$ cat config.mk
export PLATFORM = sky130hd
export DESIGN_NAME = hsv_core_flush_responder_flat
export DESIGN_NICKNAME = d
export VERILOG_FILES = /design/src/rtl/hsv_core_flush_responder_if.sv /design/src/rtl/hsv_core_flush_responder.sv /design/src/flat_wrapper.sv
export SDC_FILE = /design/constraint.sdc
export NUM_CORES = 1
export LEC_CHECK = 0
export CAP_MARGIN = 20
export CELL_PAD_IN_SITES_DETAIL_PLACEMENT = 1
export CELL_PAD_IN_SITES_GLOBAL_PLACEMENT = 1
export CORE_AREA = 4 4 102 104
export DETAILED_ROUTE_END_ITERATION = 6
export DIE_AREA = 0 0 106 108
export PLACE_DENSITY = 0.83
export REMOVE_ABC_BUFFERS = 1
export SYNTH_ARGS = -nofsm -noshare
export SYNTH_HDL_FRONTEND = slang
export SYNTH_SLANG_ARGS = --single-unit
$ cat constraint.sdc
create_clock -name clk_core -period 2.5 [get_ports clk_core]
set_clock_uncertainty 0.15 [all_clocks]
set_input_delay 0.625 -clock clk_core [delete_from_list [all_inputs] [get_ports clk_core]]
set_output_delay 0.625 -clock clk_core [all_outputs]
set_load 0.03 [all_outputs]
$ cat src/rtl/hsv_core_flush_responder_if.sv
// rtl/hsv_core_flush_responder_if.sv - flush handshake and pipeline control bundle
interface hsv_core_flush_responder_if #(
    parameter int NUM_STAGES = 4
);
    logic                  flush_req;
    logic [31:0]           flush_target;
    logic                  flush_ack;
    logic [NUM_STAGES-1:0] stage_flush;
    logic [NUM_STAGES-1:0] stage_idle;
    logic                  fetch_redirect;
    logic [31:0]           fetch_target;

    // Responder side: the flush block itself.
    modport slave (
        input  flush_req,
        input  flush_target,
        input  stage_idle,
        output flush_ack,
        output stage_flush,
        output fetch_redirect,
        output fetch_target
    );

    // Environment side: initiator FSM, pipeline stages and fetch unit.
    modport master (
        output flush_req,
        output flush_target,
        output stage_idle,
        input  flush_ack,
        input  stage_flush,
        input  fetch_redirect,
        input  fetch_target
    );
endinterface

$ cat src/rtl/hsv_core_flush_responder.sv
// rtl/hsv_core_flush_responder.sv - four-phase core flush responder with drain, redirect and hold
module hsv_core_flush_responder #(
    parameter int NUM_STAGES       = 4,
    parameter int MIN_FLUSH_CYCLES = 2
) (
    input  logic                         clk_core,
    input  logic                         rst_core,
    hsv_core_flush_responder_if.slave    flush_if,
    output logic                         flush_busy,
    output logic [31:0]                  flush_count
);

    generate
        if (MIN_FLUSH_CYCLES < 1) begin : g_bad_min_flush
            $error("MIN_FLUSH_CYCLES must be 1 or more");
        end
    endgenerate

    localparam int CNT_W = $clog2(MIN_FLUSH_CYCLES + 1);
    localparam logic [CNT_W-1:0] CNT_LOAD = CNT_W'(MIN_FLUSH_CYCLES - 1);

    localparam logic [2:0] ST_IDLE     = 3'd0;
    localparam logic [2:0] ST_DRAIN    = 3'd1;
    localparam logic [2:0] ST_REDIRECT = 3'd2;
    localparam logic [2:0] ST_ACK      = 3'd3;
    localparam logic [2:0] ST_RELEASE  = 3'd4;

    logic [2:0]       state_q, state_d;
    logic [CNT_W-1:0] cnt_q, cnt_d;
    logic [31:0]      target_q, target_d;
    logic [31:0]      count_q, count_d;

    logic all_idle;
    assign all_idle = &flush_if.stage_idle;

    always_comb begin
        state_d  = state_q;
        cnt_d    = cnt_q;
        target_d = target_q;
        count_d  = count_q;
        case (state_q)
            ST_IDLE: begin
                if (flush_if.flush_req) begin
                    state_d = ST_DRAIN;
                    cnt_d   = CNT_LOAD;
                end
            end
            ST_DRAIN: begin
                if (cnt_q != '0) begin
                    cnt_d = cnt_q - 1'b1;
                end
                // Target is sampled here rather than at request time: the
                // initiator registers flush_target one cycle after flush_req.
                if ((cnt_q == '0) && all_idle) begin
                    state_d  = ST_REDIRECT;
                    target_d = flush_if.flush_target;
                end
            end
            ST_REDIRECT: begin
                state_d = ST_ACK;
                count_d = count_q + 32'd1;
            end
            ST_ACK: begin
                // Hold the pipeline empty for as long as the initiator wants,
                // e.g. across wait-for-interrupt.
                if (!flush_if.flush_req) begin
                    state_d = ST_RELEASE;
                end
            end
            ST_RELEASE: begin
                // Request is ignored here so a re-raised request is seen
                // fresh from IDLE.
                state_d = ST_IDLE;
            end
            default: begin
                state_d = ST_IDLE;
            end
        endcase
    end

    always_ff @(posedge clk_core) begin
        if (rst_core) begin
            state_q  <= ST_IDLE;
            cnt_q    <= '0;
            target_q <= '0;
            count_q  <= '0;
        end else begin
            state_q  <= state_d;
            cnt_q    <= cnt_d;
            target_q <= target_d;
            count_q  <= count_d;
        end
    end

    logic hold_pipe;
    assign hold_pipe = (state_q == ST_DRAIN) || (state_q == ST_REDIRECT) || (state_q == ST_ACK);

    assign flush_if.stage_flush    = {NUM_STAGES{hold_pipe}};
    assign flush_if.fetch_redirect = (state_q == ST_REDIRECT);
    assign flush_if.fetch_target   = target_q;
    assign flush_if.flush_ack      = (state_q == ST_ACK);
    assign flush_busy              = (state_q != ST_IDLE);
    assign flush_count             = count_q;

endmodule

$ cat src/flat_wrapper.sv
// flat-port wrapper written by rule: the top's interface ports become plain ports
module hsv_core_flush_responder_flat 
#(
    parameter int NUM_STAGES       = 4,
    parameter int MIN_FLUSH_CYCLES = 2
)
  (clk_core, rst_core, flush_busy, flush_count, flush_if_flush_req, flush_if_flush_target, flush_if_stage_idle, flush_if_flush_ack, flush_if_stage_flush, flush_if_fetch_redirect, flush_if_fetch_target);
  hsv_core_flush_responder_if #(.NUM_STAGES(NUM_STAGES)) flush_if_i ();
  input  logic clk_core;
  input  logic rst_core;
  output logic flush_busy;
  output logic [31:0] flush_count;
  input wire logic [$bits(flush_if_i.flush_req)-1:0] flush_if_flush_req;
  input wire logic [$bits(flush_if_i.flush_target)-1:0] flush_if_flush_target;
  input wire logic [$bits(flush_if_i.stage_idle)-1:0] flush_if_stage_idle;
  output wire logic [$bits(flush_if_i.flush_ack)-1:0] flush_if_flush_ack;
  output wire logic [$bits(flush_if_i.stage_flush)-1:0] flush_if_stage_flush;
  output wire logic [$bits(flush_if_i.fetch_redirect)-1:0] flush_if_fetch_redirect;
  output wire logic [$bits(flush_if_i.fetch_target)-1:0] flush_if_fetch_target;
  assign flush_if_i.flush_req = flush_if_flush_req;
  assign flush_if_i.flush_target = flush_if_flush_target;
  assign flush_if_i.stage_idle = flush_if_stage_idle;
  assign flush_if_flush_ack = flush_if_i.flush_ack;
  assign flush_if_stage_flush = flush_if_i.stage_flush;
  assign flush_if_fetch_redirect = flush_if_i.fetch_redirect;
  assign flush_if_fetch_target = flush_if_i.fetch_target;
  hsv_core_flush_responder #(.NUM_STAGES(NUM_STAGES), .MIN_FLUSH_CYCLES(MIN_FLUSH_CYCLES)) u_core (.clk_core(clk_core), .rst_core(rst_core), .flush_if(flush_if_i), .flush_busy(flush_busy), .flush_count(flush_count));
endmodule
==> impl_results.html, run 1 <==
<table>
<tr><th>Metric</th><th>Value</th></tr>
<tr><th colspan="2">STA</th></tr>
<tr><td>Fraction of the cycle the final worst path needs</td><td>0.925</td></tr>
<tr><td>Total of endpoints with negative setup slack in the final report</td><td>0</td></tr>
<tr><td>Final hold violation count</td><td>0</td></tr>
<tr><td>Final worst hold slack</td><td>0.350 ns</td></tr>
<tr><td>Slew HR</td><td>0.735</td></tr>
<tr><td>Unrepaired setup endpoints after global routing</td><td>no</td></tr>
<tr><td>Post-layout minimum cycle time</td><td>2.31 ns</td></tr>
<tr><td>Count of final max-slew check failures</td><td>0</td></tr>
<tr><td>Pin slew with the least headroom to its limit</td><td>0.388 ns</td></tr>
<tr><td>Highest achievable clock rate</td><td>0.433 GHz</td></tr>
<tr><th colspan="2">Routing</th></tr>
<tr><td>Total Wirelength</td><td>8630 microns</td></tr>
<tr><td>Met2 Routed Length</td><td>4440 microns</td></tr>
<tr><td>Met1 routed wirelength after detailed routing</td><td>3590 microns</td></tr>
<tr><td>WL per Instance</td><td>15.3 microns</td></tr>
<tr><td>DRT Pass-1 Iters</td><td>4</td></tr>
<tr><td>Detailed Route Iter0 Violations</td><td>53</td></tr>
<tr><td>Routed wire length on met3</td><td>516 microns</td></tr>
<tr><td>Via density per instance</td><td>4.96</td></tr>
<tr><td>Total via count after detailed routing</td><td>2798</td></tr>
<tr><td>Number of antenna-violating nets in the routed design</td><td>0</td></tr>
<tr><td>Top sig layer</td><td>met4</td></tr>
<tr><td>Number of remaining DRC errors</td><td>0</td></tr>
<tr><th colspan="2">Finish</th></tr>
<tr><td>Final net count</td><td>467</td></tr>
<tr><td>Final cell utilization of the core</td><td>0.459</td></tr>
<tr><td>Most frequent cells in the layout</td><td>sky130_fd_sc_hd__clkdlybuf4s50_1 (101), sky130_fd_sc_hd__dfxtp_1 (69), sky130_fd_sc_hd__nor2_1 (50)</td></tr>
<tr><td>Area added between synthesis and finish</td><td>47.2%</td></tr>
<tr><td>Antenna diode count</td><td>0</td></tr>
<tr><td>Fraction of final layout cells with drive strength greater than 1</td><td>0.0742</td></tr>
<tr><td>Final non-filler cell total</td><td>564</td></tr>
<tr><td>Most frequent standard cell in the layout excluding fill and tap cells</td><td>sky130_fd_sc_hd__clkdlybuf4s50_1</td></tr>
<tr><th colspan="2">GRT</th></tr>
<tr><td>Largest net degree at the start of global routing</td><td>36</td></tr>
<tr><td>Antenna violations before repair</td><td>0</td></tr>
<tr><td>Via count of the first global-routing pass</td><td>2938</td></tr>
<tr><td>Global-route wire length before repair</td><td>14100 microns</td></tr>
<tr><td>Total global-route track usage</td><td>0.150</td></tr>
<tr><td>Remaining Overflow, GRT</td><td>0</td></tr>
<tr><th colspan="2">Floorplan</th></tr>
<tr><td>Die Ht</td><td>108 microns</td></tr>
<tr><td>Total Die Area</td><td>11400 sq um</td></tr>
<tr><td>Die width</td><td>106 microns</td></tr>
<tr><td>Core footprint</td><td>9550 sq um</td></tr>
<tr><td>Initial Utilization</td><td>0.312</td></tr>
<tr><td>Number of placement rows</td><td>36</td></tr>
<tr><td>I/O pin total</td><td>110</td></tr>
<tr><th colspan="2">Worst setup path</th></tr>
<tr><td>Category of the critical setup timing path</td><td>reg -&gt; out</td></tr>
<tr><td>Worst-path cell chain</td><td>clkdlybuf4s50_1</td></tr>
<tr><td>Worst EP arrival</td><td>1.54 ns</td></tr>
<tr><td>Category of the worst setup path capture point</td><td>output port</td></tr>
<tr><td>Cell with the largest stage delay on the worst path</td><td>sky130_fd_sc_hd__clkdlybuf4s50_1</td></tr>
<tr><td>Largest fanout on the critical path</td><td>6</td></tr>
<tr><td>Sum of buffers and inverters on the critical path</td><td>1</td></tr>
<tr><td>Delay of the slowest cell on the worst path</td><td>0.73 ns</td></tr>
<tr><td>Required time of the worst setup path</td><td>1.73 ns</td></tr>
<tr><td>Category of the worst setup path launch point</td><td>flip-flop</td></tr>
<tr><td>Critical path's top delay family</td><td>buffers and inverters</td></tr>
<tr><th colspan="2">Logic synthesis</th></tr>
<tr><td>Share of Yosys cell area claimed by the top area cell type</td><td>0.463</td></tr>
<tr><td>Number of warnings printed during yosys synthesis</td><td>0</td></tr>
<tr><td>Largest cells by area after synthesis</td><td>sky130_fd_sc_hd__dfxtp_1 (46%), sky130_fd_sc_hd__mux2i_1 (11%), sky130_fd_sc_hd__nor2_1 (6.3%), sky130_fd_sc_hd__o31ai_1 (3.5%), sky130_fd_sc_hd__or4_1 (3.5%)</td></tr>
<tr><td>Cell taking the most area after synthesis</td><td>sky130_fd_sc_hd__dfxtp_1</td></tr>
<tr><td>Number of flip-flops and latches in the synthesized netlist</td><td>69</td></tr>
<tr><td>Main flop type after synthesis</td><td>sky130_fd_sc_hd__dfxtp_1</td></tr>
<tr><td>Combined area of all synthesized cells</td><td>2980 sq um</td></tr>
<tr><td>Register area share after synthesis</td><td>0.463</td></tr>
<tr><td>Share of synthesized flip-flops with an asynchronous set or reset</td><td>0</td></tr>
<tr><td>Number of enable flip-flop cells after synthesis</td><td>0</td></tr>
<tr><td>Mean instance size in the synthesized netlist</td><td>9.31 sq um</td></tr>
<tr><td>Unique masters post-synth</td><td>36</td></tr>
<tr><td>Post-Syn Instances</td><td>320</td></tr>
<tr><th colspan="2">Clocking</th></tr>
<tr><td>Post-CTS setup repair buffer count</td><td>0</td></tr>
<tr><td>Clock-pin slew reported for the worst setup and hold paths after clock tree synthesis</td><td>0.08 ns</td></tr>
<tr><td>CTS tree</td><td>done</td></tr>
<tr><td>Root buffer cell</td><td>sky130_fd_sc_hd__clkbuf_8</td></tr>
<tr><td>Clock latency of the later-clocked register in the worst-skew pair</td><td>0.33 ns</td></tr>
<tr><td>H-Tree Depth</td><td>3</td></tr>
<tr><td>Clk sink count</td><td>69</td></tr>
<tr><td>Clock Path Buffers</td><td>2</td></tr>
<tr><td>Resized Gates After CTS</td><td>6</td></tr>
<tr><td>Post-CTS Hold Fix Bufs</td><td>0</td></tr>
<tr><td>Num CTS Buffers</td><td>9</td></tr>
<tr><th colspan="2">Pwr</th></tr>
<tr><td>Maximum VDD drop</td><td>0.292 mV</td></tr>
<tr><td>Static leakage power</td><td>1.74 nW</td></tr>
<tr><td>Power density cells</td><td>503 nW/um^2</td></tr>
<tr><th colspan="2">Placed design</th></tr>
<tr><td>Gp weighted congestion</td><td>0.729</td></tr>
<tr><td>Post-detail-place hpwl</td><td>6390 microns</td></tr>
<tr><td># placed instances</td><td>548</td></tr>
<tr><td>Port-buffer cells</td><td>109</td></tr>
<tr><th colspan="2">Worst hold path</th></tr>
<tr><td>Path type of the worst min-delay path</td><td>reg -&gt; reg</td></tr>
<tr><th colspan="2">Flow run</th></tr>
<tr><td>Total of max-cap violations</td><td>0</td></tr>
<tr><th colspan="2">Status</th></tr>
<tr><td>Outcome</td><td>complete, no violations</td></tr>
</table>
## cell usage after synthesis (4+ instances only)
cell and instances:
sky130_fd_sc_hd__dfxtp_1 69, sky130_fd_sc_hd__nor2_1 50, sky130_fd_sc_hd__mux2i_1 33, sky130_fd_sc_hd__a21oi_1 18, sky130_fd_sc_hd__o31ai_1 14, sky130_fd_sc_hd__or4_1 14, sky130_fd_sc_hd__clkbuf_1 13, sky130_fd_sc_hd__nand2_1 13
sky130_fd_sc_hd__nand3_1 12, sky130_fd_sc_hd__nand4_1 11, sky130_fd_sc_hd__xor2_1 7, sky130_fd_sc_hd__o21ai_0 6, sky130_fd_sc_hd__and4_1 5, sky130_fd_sc_hd__inv_1 5, sky130_fd_sc_hd__nor3_1 5, sky130_fd_sc_hd__xnor2_1 5
sky130_fd_sc_hd__buf_4 4, sky130_fd_sc_hd__nor4_1 4
## metal layers
layer | GRT usage | up-vias
met5 | 0 | -
met4 | 0.0518 | 0
met3 | 0.0478 | 8
met2 | 0.269 | 71
met1 | 0.170 | 1360
li1 | - | 1359
## where the power goes
group	total [W]	switching [W]	internal, W
logic	0.000175	0.0000825	0.0000921
clock network	0.000922	0.000457	0.000464
registers	0.00111	0.00000505	0.00111
## logic make-up after synthesis
| logic type | after synthesis | synth area share |
|---|---|---|
| flops | 69 | 0.463 |
| buf+inv | 29 | 0.0508 |
| mux | 36 | 0.122 |
| fa+ha+maj | 2 | 0.00839 |
| compound gates | 43 | 0.0894 |
| simple gates | 129 | 0.230 |
| xor+xnor | 12 | 0.0353 |
## state kept, by name (all words and copies together), names as in the netlist
name / flops
u_core.cnt_q: 2
u_core.state_q: 3
u_core.flush_count: 32
u_core.flush_if.fetch_target: 32
## per-stage QoR
step | setup WS [ns] | power, W | setup TNS [ns] | instance area (sq um)
finish | 0.188 | 0.00221 | 0 | 4390
detailed placement | 0.166 | 0.00132 | 0 | 4200
floorplan | -0.566 | 0.00120 | -17.03 | 2850
CTS | 0.171 | 0.00225 | 0 | 4390
global placement | 0.260 | 0.00131 | 0 | 4200
global route | 0.0763 | 0.00230 | 0 | 4390
## final cells by class
cell class / count / area (sq um)
clock buffer: 9 / 124
clock inverter: 7 / 72.6
fill: 1118 / 5160
inverter: 5 / 18.8
multi-input combinational: 222 / 1450
sequential: 69 / 1380
tap: 133 / 166
timing repair buffer: 119 / 1180
## final timing paths
kind,from,to,slack (ns),depth (start not counted)
hold / removal,u_core.flush_if.fetch_target[1],u_core.flush_if.fetch_target[1],0.35,2
hold reg to reg,u_core.flush_if.fetch_target[1],u_core.flush_if.fetch_target[1],0.35,2
setup / recovery,u_core.flush_count[19],flush_count[19],0.19,1
setup reg to reg,u_core.flush_count[4],u_core.flush_count[31],0.33,5
(Power assumes the default switching activity.)
==> run 2: changes to the inputs <==
==> constraint.sdc (replaced) <==
create_clock -name clk_core -period 2.5 [get_ports clk_core]
set_clock_uncertainty 0.15 [all_clocks]
set_input_delay 0.5 -clock clk_core [delete_from_list [all_inputs] [get_ports clk_core]]
set_output_delay 0.5 -clock clk_core [all_outputs]
set_load 0.03 [all_outputs]
==> run 2 against run 1 <==
Die area unchanged. Clock-buffer cell count increased by 3. Combinational power decreased by 6%. Via count about the same. Non-clock buffer count unchanged. Final cell count unchanged. Worst hold slack got worse by 0.0032 ns. Core utilization increased by 0.21 points. Flip-flop and latch count unchanged. Worst setup slack got worse by 0.030 ns. Wire length decreased by 3.8%. Critical path type unchanged.
==> impl_results.html, run 2 (synthesis gave the netlist of run 1 again) <==
<table>
<tr><th>Metric</th><th>Value</th></tr>
<tr><th colspan="2">Placed design</th></tr>
<tr><td>Placed inst area</td><td>4200 sq um (about the same)</td></tr>
<tr><td># placed instances</td><td>548 (unchanged)</td></tr>
<tr><td>Port-buffer cells</td><td>109 (unchanged)</td></tr>
<tr><td>Post-detail-place hpwl</td><td>6270 microns (-1.9%)</td></tr>
<tr><td>Worst setup slack before clock tree synthesis</td><td>0.168 ns (+0.00151 ns)</td></tr>
<tr><td>Gp weighted congestion</td><td>0.760 (+4.3%)</td></tr>
<tr><th colspan="2">Routing</th></tr>
<tr><td>Via density per instance</td><td>4.96 (about the same)</td></tr>
<tr><td>Number of antenna-violating nets in the routed design</td><td>0 (unchanged)</td></tr>
<tr><td>Number of remaining DRC errors</td><td>0 (unchanged)</td></tr>
<tr><td>Total via count after detailed routing</td><td>2796 (-0.071%)</td></tr>
<tr><td>WL per Instance</td><td>14.7 microns (-3.8%)</td></tr>
<tr><td>Total Wirelength</td><td>8300 microns (-3.8%)</td></tr>
<tr><td>DRT Pass-1 Iters</td><td>4 (unchanged)</td></tr>
<tr><td>Detailed Route Iter0 Violations</td><td>54 (+1.9%)</td></tr>
<tr><th colspan="2">Floorplan</th></tr>
<tr><td>Die Ht</td><td>108 microns (unchanged)</td></tr>
<tr><td>Total Die Area</td><td>11400 sq um (unchanged)</td></tr>
<tr><td>Number of placement rows</td><td>36 (unchanged)</td></tr>
<tr><td>Die width</td><td>106 microns (unchanged)</td></tr>
<tr><td>Core footprint</td><td>9550 sq um (unchanged)</td></tr>
<tr><td>I/O pin total</td><td>110 (unchanged)</td></tr>
<tr><td>Initial Utilization</td><td>0.312 (unchanged)</td></tr>
<tr><th colspan="2">Pwr</th></tr>
<tr><td>Sw Pwr</td><td>0.000498 W (-8.6%)</td></tr>
<tr><td>Int Pwr</td><td>0.00176 W (+5.7%)</td></tr>
<tr><td>Switching share of power</td><td>0.221 (-0.0261)</td></tr>
<tr><td>Power density cells</td><td>512 nW/um^2 (+1.7%)</td></tr>
<tr><td>Sequential Power Share</td><td>0.494 (-0.009)</td></tr>
<tr><td>Maximum VDD drop</td><td>0.280 mV (-4.1%)</td></tr>
<tr><td>Total power of the final layout</td><td>0.00226 W (+2.2%)</td></tr>
<tr><td>Static leakage power</td><td>1.76 nW (+1.3%)</td></tr>
<tr><td>Share of total power in the clock network</td><td>0.432 (+0.014)</td></tr>
<tr><td>Combinational share of power</td><td>0.073 (-0.006)</td></tr>
<tr><th colspan="2">GRT</th></tr>
<tr><td>GR met1 Demand/Resource</td><td>0.159 (-0.0108)</td></tr>
<tr><td>Antenna violations before repair</td><td>0 (unchanged)</td></tr>
<tr><td>Remaining Overflow, GRT</td><td>0 (unchanged)</td></tr>
<tr><td>Routing layer with the top usage in global route</td><td>met2</td></tr>
<tr><td>Global-route wire length before repair</td><td>13800 microns (-2.3%)</td></tr>
<tr><td>Total global-route track usage</td><td>0.148 (-0.00231)</td></tr>
<tr><td>Largest net degree at the start of global routing</td><td>35 (-2.8%)</td></tr>
<tr><td>Met3 Track Usage GR</td><td>0.0645 (+0.0167)</td></tr>
<tr><td>GR met2 Demand/Resource</td><td>0.270 (+0.00137)</td></tr>
<tr><td>Via count of the first global-routing pass</td><td>2917 (-0.71%)</td></tr>
<tr><th colspan="2">Finish</th></tr>
<tr><td>Fraction of final layout cells with drive strength greater than 1</td><td>0.0696 (-0.00464)</td></tr>
<tr><td>Most frequent standard cell in the layout excluding fill and tap cells</td><td>sky130_fd_sc_hd__clkdlybuf4s50_1</td></tr>
<tr><td>Final non-filler cell total</td><td>564 (unchanged)</td></tr>
<tr><td>Antenna diode count</td><td>0 (unchanged)</td></tr>
<tr><td>Post-route cell area</td><td>4410 sq um (+0.46%)</td></tr>
<tr><td>Most frequent cells in the layout</td><td>sky130_fd_sc_hd__clkdlybuf4s50_1 (102), sky130_fd_sc_hd__dfxtp_1 (67), sky130_fd_sc_hd__nor2_1 (50)</td></tr>
<tr><td>Area added between synthesis and finish</td><td>47.9%</td></tr>
<tr><td>Final net count</td><td>467 (unchanged)</td></tr>
<tr><th colspan="2">STA</th></tr>
<tr><td>Pin slew with the least headroom to its limit</td><td>0.654 ns (+0.266 ns)</td></tr>
<tr><td>Final worst hold slack</td><td>0.347 ns (-0.00318 ns)</td></tr>
<tr><td>Total of endpoints with negative setup slack in the final report</td><td>0 (unchanged)</td></tr>
<tr><td>Post-layout minimum cycle time</td><td>2.34 ns (+0.0298 ns)</td></tr>
<tr><td>Highest achievable clock rate</td><td>0.427 GHz (-1.3%)</td></tr>
<tr><td>Unrepaired setup endpoints after global routing</td><td>no</td></tr>
<tr><td>Slew HR</td><td>0.564 (-0.171)</td></tr>
<tr><td>Count of final max-slew check failures</td><td>0 (unchanged)</td></tr>
<tr><td>Final worst-path setup slack</td><td>0.158 ns (-0.0298 ns)</td></tr>
<tr><td>Fraction of the cycle the final worst path needs</td><td>0.937 (+0.0119)</td></tr>
<tr><td>Final hold violation count</td><td>0 (unchanged)</td></tr>
<tr><th colspan="2">Status</th></tr>
<tr><td>Outcome</td><td>complete, no violations</td></tr>
<tr><th colspan="2">Worst setup path</th></tr>
<tr><td>Category of the worst setup path launch point</td><td>flip-flop</td></tr>
<tr><td>Largest fanout on the critical path</td><td>8 (+2)</td></tr>
<tr><td>Required time of the worst setup path</td><td>1.85 ns (+0.12 ns)</td></tr>
<tr><td>Category of the worst setup path capture point</td><td>output port</td></tr>
<tr><td>Worst EP arrival</td><td>1.69 ns (+0.15 ns)</td></tr>
<tr><td>Category of the critical setup timing path</td><td>reg -&gt; out</td></tr>
<tr><th colspan="2">Clocking</th></tr>
<tr><td>CTS tree</td><td>done</td></tr>
<tr><td>Post-CTS Hold Fix Bufs</td><td>0 (unchanged)</td></tr>
<tr><td>Clock Path Buffers</td><td>2 (unchanged)</td></tr>
<tr><td>Num CTS Buffers</td><td>9 (unchanged)</td></tr>
<tr><td>Root buffer cell</td><td>sky130_fd_sc_hd__clkbuf_8</td></tr>
<tr><td>H-Tree Depth</td><td>3 (unchanged)</td></tr>
<tr><td>Clock latency of the later-clocked register in the worst-skew pair</td><td>0.33 ns (about the same)</td></tr>
<tr><td>Clock-pin slew reported for the worst setup and hold paths after clock tree synthesis</td><td>0.07 ns (about the same)</td></tr>
<tr><td>Clk sink count</td><td>69 (unchanged)</td></tr>
<tr><th colspan="2">Flow run</th></tr>
<tr><td>Total of max-cap violations</td><td>0 (unchanged)</td></tr>
<tr><th colspan="2">Worst hold path</th></tr>
<tr><td>Path type of the worst min-delay path</td><td>reg -&gt; reg</td></tr>
</table>
[run 2: changes by cell type in the layout (fill, tap and decap cells not counted), sizes merged]
cell | before | now
buf | 12 | 11
dlygate4sd2 | 6 | 5
clkbuf | 9 | 12
dlymetal6s2s | 0 | 1
clkinvlp | 2 | 1
clkdlybuf4s50 | 101 | 102
inv | 7 | 5
clkinv | 2 | 1
bufinv | 1 | 2
[run 2: metal layers]
metal / vias up / part of all wire
met5: - / 0
met4: 0 / 0.0030
met3: 4 / 0.074
met2: 72 / 0.51
met1: 1351 / 0.41
li1: 1369 / -
[run 2: layout make-up]
type	instances	area (sq um)
multi-input combinational	222	1450
tap	133	166
inverter	5	18.8
sequential	69	1380
fill	1124	5140
clock inverter	4	72.6
clock buffer	12	135
timing repair buffer	119	1180
[run 2: path summary, 6_finish.rpt]
check	endpoint	from	slack, ns	depth (start not counted)
hold reg to reg	u_core.flush_if.fetch_target[1]	u_core.flush_if.fetch_target[1]	0.35	2
setup / recovery	flush_busy	u_core.state_q[1]	0.16	3
setup reg to reg	u_core.flush_count[31]	u_core.flush_count[9]	0.37	5
hold / removal	u_core.flush_if.fetch_target[1]	u_core.flush_if.fetch_target[1]	0.35	2
[run 2: worst max-delay path: stages (launching register included)]
cell and delay (ns):
sky130_fd_sc_hd__dfxtp_1 0.46, sky130_fd_sc_hd__nor2_1 0.14, sky130_fd_sc_hd__nand2_1 0.10, sky130_fd_sc_hd__clkdlybuf4s50_1 0.67
[run 2: through the flow]
step / TNS [ns] / util
final: 0 / 0.461
after detailed placement: 0 / 0.440
after global routing: 0 / 0.461
after CTS: 0 / 0.461
after floorplan: -12.53 / -
after global placement: 0 / 0.440
[run 2: power by group through the flow]
stage	Sequential (W)	Clock [W]	Combinational [W]
2_1_floorplan	0.00115	0	0.0000529
3_3_place_gp	0.00114	0	0.000166
3_5_place_dp	0.00114	0	0.000172
4_1_cts	0.00111	0.00101	0.000169
5_1_grt	0.00112	0.00106	0.000178
6_report	0.00111	0.000976	0.000165
[run 2: repair_timing]
| action | 4_1_cts | 5_1_grt |
|---|---|---|
| cloned | 0 | 0 |
| resized for setup | 5 | 3 |
| setup buffers | 0 | 0 |
| setup endpoints to repair | 5 | 7 |
==> RTL change (config.mk and constraints of run 1) <==
`MIN_FLUSH_CYCLES` is set to 2 in 2 places; all go to 4.
--- a/src/rtl/hsv_core_flush_responder.sv
+++ b/src/rtl/hsv_core_flush_responder.sv
@@ -1,7 +1,7 @@
 // rtl/hsv_core_flush_responder.sv - four-phase core flush responder with drain, redirect and hold
 module hsv_core_flush_responder #(
     parameter int NUM_STAGES       = 4,
-    parameter int MIN_FLUSH_CYCLES = 2
+    parameter int MIN_FLUSH_CYCLES = 4
 ) (
     input  logic                         clk_core,
     input  logic                         rst_core,
--- a/src/flat_wrapper.sv
+++ b/src/flat_wrapper.sv
@@ -2,7 +2,7 @@
 module hsv_core_flush_responder_flat 
 #(
     parameter int NUM_STAGES       = 4,
-    parameter int MIN_FLUSH_CYCLES = 2
+    parameter int MIN_FLUSH_CYCLES = 4
 )
   (clk_core, rst_core, flush_busy, flush_count, flush_if_flush_req, flush_if_flush_target, flush_if_stage_idle, flush_if_flush_ack, flush_if_stage_flush, flush_if_fetch_redirect, flush_if_fetch_target);
   hsv_core_flush_responder_if #(.NUM_STAGES(NUM_STAGES)) flush_if_i ();
Behaviour: not the same (Yosys sat finds a counterexample within 4 cycles, from zero or initial values and one cycle with rst_core high).
==> RTL change against run 1 <==
  * Synthesized area is 0.71% higher
  * Via count increased by 2.3%
  * Sequential cell count up 1
  * Largest power group unchanged
  * Total power up 6.0%
  * Sequential share of layout area is essentially flat
  * Critical endpoint is now flush_if_stage_flush[0]
  * Largest cell class unchanged
  * Design area rose by 1.5%
  * Setup slack lost 0.11 ns
  * Routed wire length rose by 1.6%
  * Clock power up 12%
==> RTL change: results (changes against run 1) <==
# resized after CTS - 8 (+2)
DR WL/cell - 15.4 µm (+0.51%)
Number of port buffers - 109 (unchanged)
Worst IR drop on VDD - 0.318 mV (+8.8%)
Pre-antenna DRT Iters - 5 (+1)
Seq/Total Area, Yosys - 46.7% (+0.34 points)
GRT Overall Usage - 15.7% (+0.63 points)
Postcts setup bufs - 0 (unchanged)
Post-synthesis cell type count - 39 (+8.3%)
Dpl cell area - 0.00424 mm² (+1.0%)
Compound-cell area share of the yosys netlist - 10.3% (+1.4 points)
GPL Wtd Cong - 0.762 (+4.5%)
Most common library cells after synthesis - 70 x dfxtp_1, 44 x nor2_1, 32 x mux2i_1, 24 x a21oi_1, 16 x nand2_1
CP Data Arrival Time - 1.65 ns (+0.11 ns)
Post-synthesis mux area share - 11.0% (-1.2 points)
Asr flop ratio synth - 0% (unchanged)
Leakage - 1.46 nW (-16%)
Worst reg2reg setup slack - 0.18 ns (-0.15 ns)
Layout cells sized above 1 - 7.32% (-0.10 points)
Yosys warning total - 0 (unchanged)
Number of nets in the layout - 474 (+1.5%)
Filler cells - 1,117 (-0.089%)
Detailed Place HPWL - 6.56 mm (+2.6%)
Switching share of power - 23.8% (-0.90 points)
Synth Area in XOR/XNOR - 2.63% (-0.90 points)
Antenna cells - 0 (unchanged)
H-tree levels - 3 (unchanged)
Met2 usage - 27.5% (+0.64 points)
Crit-path max FO - 8 (+2)
Initial antenna violation count - 0 (unchanged)
CTS root buf - clkbuf_8
Worst-Margin Slew - 0.568 ns (+0.180 ns)
Hold Crit Class - reg -> reg
Pin count of the biggest net entering global routing - 38 (+5.6%)
Initial DRC Count - 60 (+13%)
Vias per cell - 5.02 (+1.2%)
Status - completed
Main flop type after synthesis - dfxtp_1
CTS buffer count - 9 (unchanged)
First-pass GRT wire length - 14.6 mm (+3.4%)
Number of global-route vias before repair - 3,027 (+3.0%)
Post-synthesis adder-cell area fraction - 1.25% (+0.41 points)
Worst skew pair latency - 0.34 ns
Met3 usage - 5.73% (+0.96 points)
Largest cells by area after synthesis - dfxtp_1 47%, mux2i_1 11%, nor2_1 5.5%, a21oi_1 4.0%, or4_1 3.5%
M1 GR Usage - 17.7% (+0.75 points)
-- RTL change: worst max-delay path, stage by stage, from the launching register on --
cell,delay [ns]
dfxtp_1,0.45
inv_1,0.17
a21oi_1,0.25
dlygate4sd2_1,0.44
-- RTL change: routing by layer --
metal / part of all wire (%) / vias up / wire, µm
met3: 6.3 / 13 / 555
met1: 42 / 1388 / 3710
met2: 50 / 79 / 4350
met5: 0 / - / 0
met4: 1.7 / 0 / 153
li1: - / 1381 / -
-- RTL change: path summary, 6_finish.rpt --
kind	start	to	cells after the start
min reg2reg	u_core.cnt_q[0]	u_core.cnt_q[0]	2
min	u_core.cnt_q[0]	u_core.cnt_q[0]	2
max	u_core.state_q[0]	flush_if_stage_flush[0]	3
max reg2reg	u_core.flush_count[0]	u_core.flush_count[18]	6
-- RTL change: per-stage QoR --
| stage | instances | TNS, ns | total power, mW | hold WS (ns) | worst slack (ns) |
|---|---|---|---|---|---|
| 2_1_floorplan | 303 | -48.32 | 1.22 | 0.297 | -1.43 |
| 3_3_place_gp | 554 | 0 | 1.34 | 0.313 | 0.173 |
| 3_5_place_dp | 554 | 0 | 1.35 | 0.335 | 0.0477 |
| 4_1_cts | 570 | 0 | 2.38 | 0.346 | 0.0199 |
| 5_1_grt | 570 | -0.405 | 2.45 | 0.373 | -0.107 |
| 6_report | 570 | 0 | 2.34 | 0.340 | 0.0760 |
-- RTL change: cell type report --
cell class | count | area (µm²) | area share [%]
inverter | 9 | 33.8 | 0.759
multi-input combinational | 224 | 1460 | 32.8
timing repair buffer | 118 | 1170 | 26.2
tap | 133 | 166 | 3.74
clock buffer | 9 | 124 | 2.78
sequential | 70 | 1400 | 31.5
clock inverter | 7 | 98.8 | 2.22
-- RTL change: kinds of logic after synthesis --
| logic type | after synthesis |
|---|---|
| AND/OR/NAND/NOR | 127 |
| flip-flops | 70 |
| AO/OA/AOI/OAI | 52 |
| multiplexers | 33 |
| buffers and inverters | 30 |
| XOR/XNOR | 9 |
| adder cells (fa/ha/maj) | 3 |
-- RTL change: power by group through the flow --
stage / clock network (mW) / logic, mW / registers [mW]
floorplan: 0 / 0.0584 / 1.16
global placement: 0 / 0.182 / 1.16
detailed placement: 0 / 0.189 / 1.16
CTS: 1.06 / 0.185 / 1.13
global route: 1.12 / 0.196 / 1.13
finish: 1.03 / 0.182 / 1.13
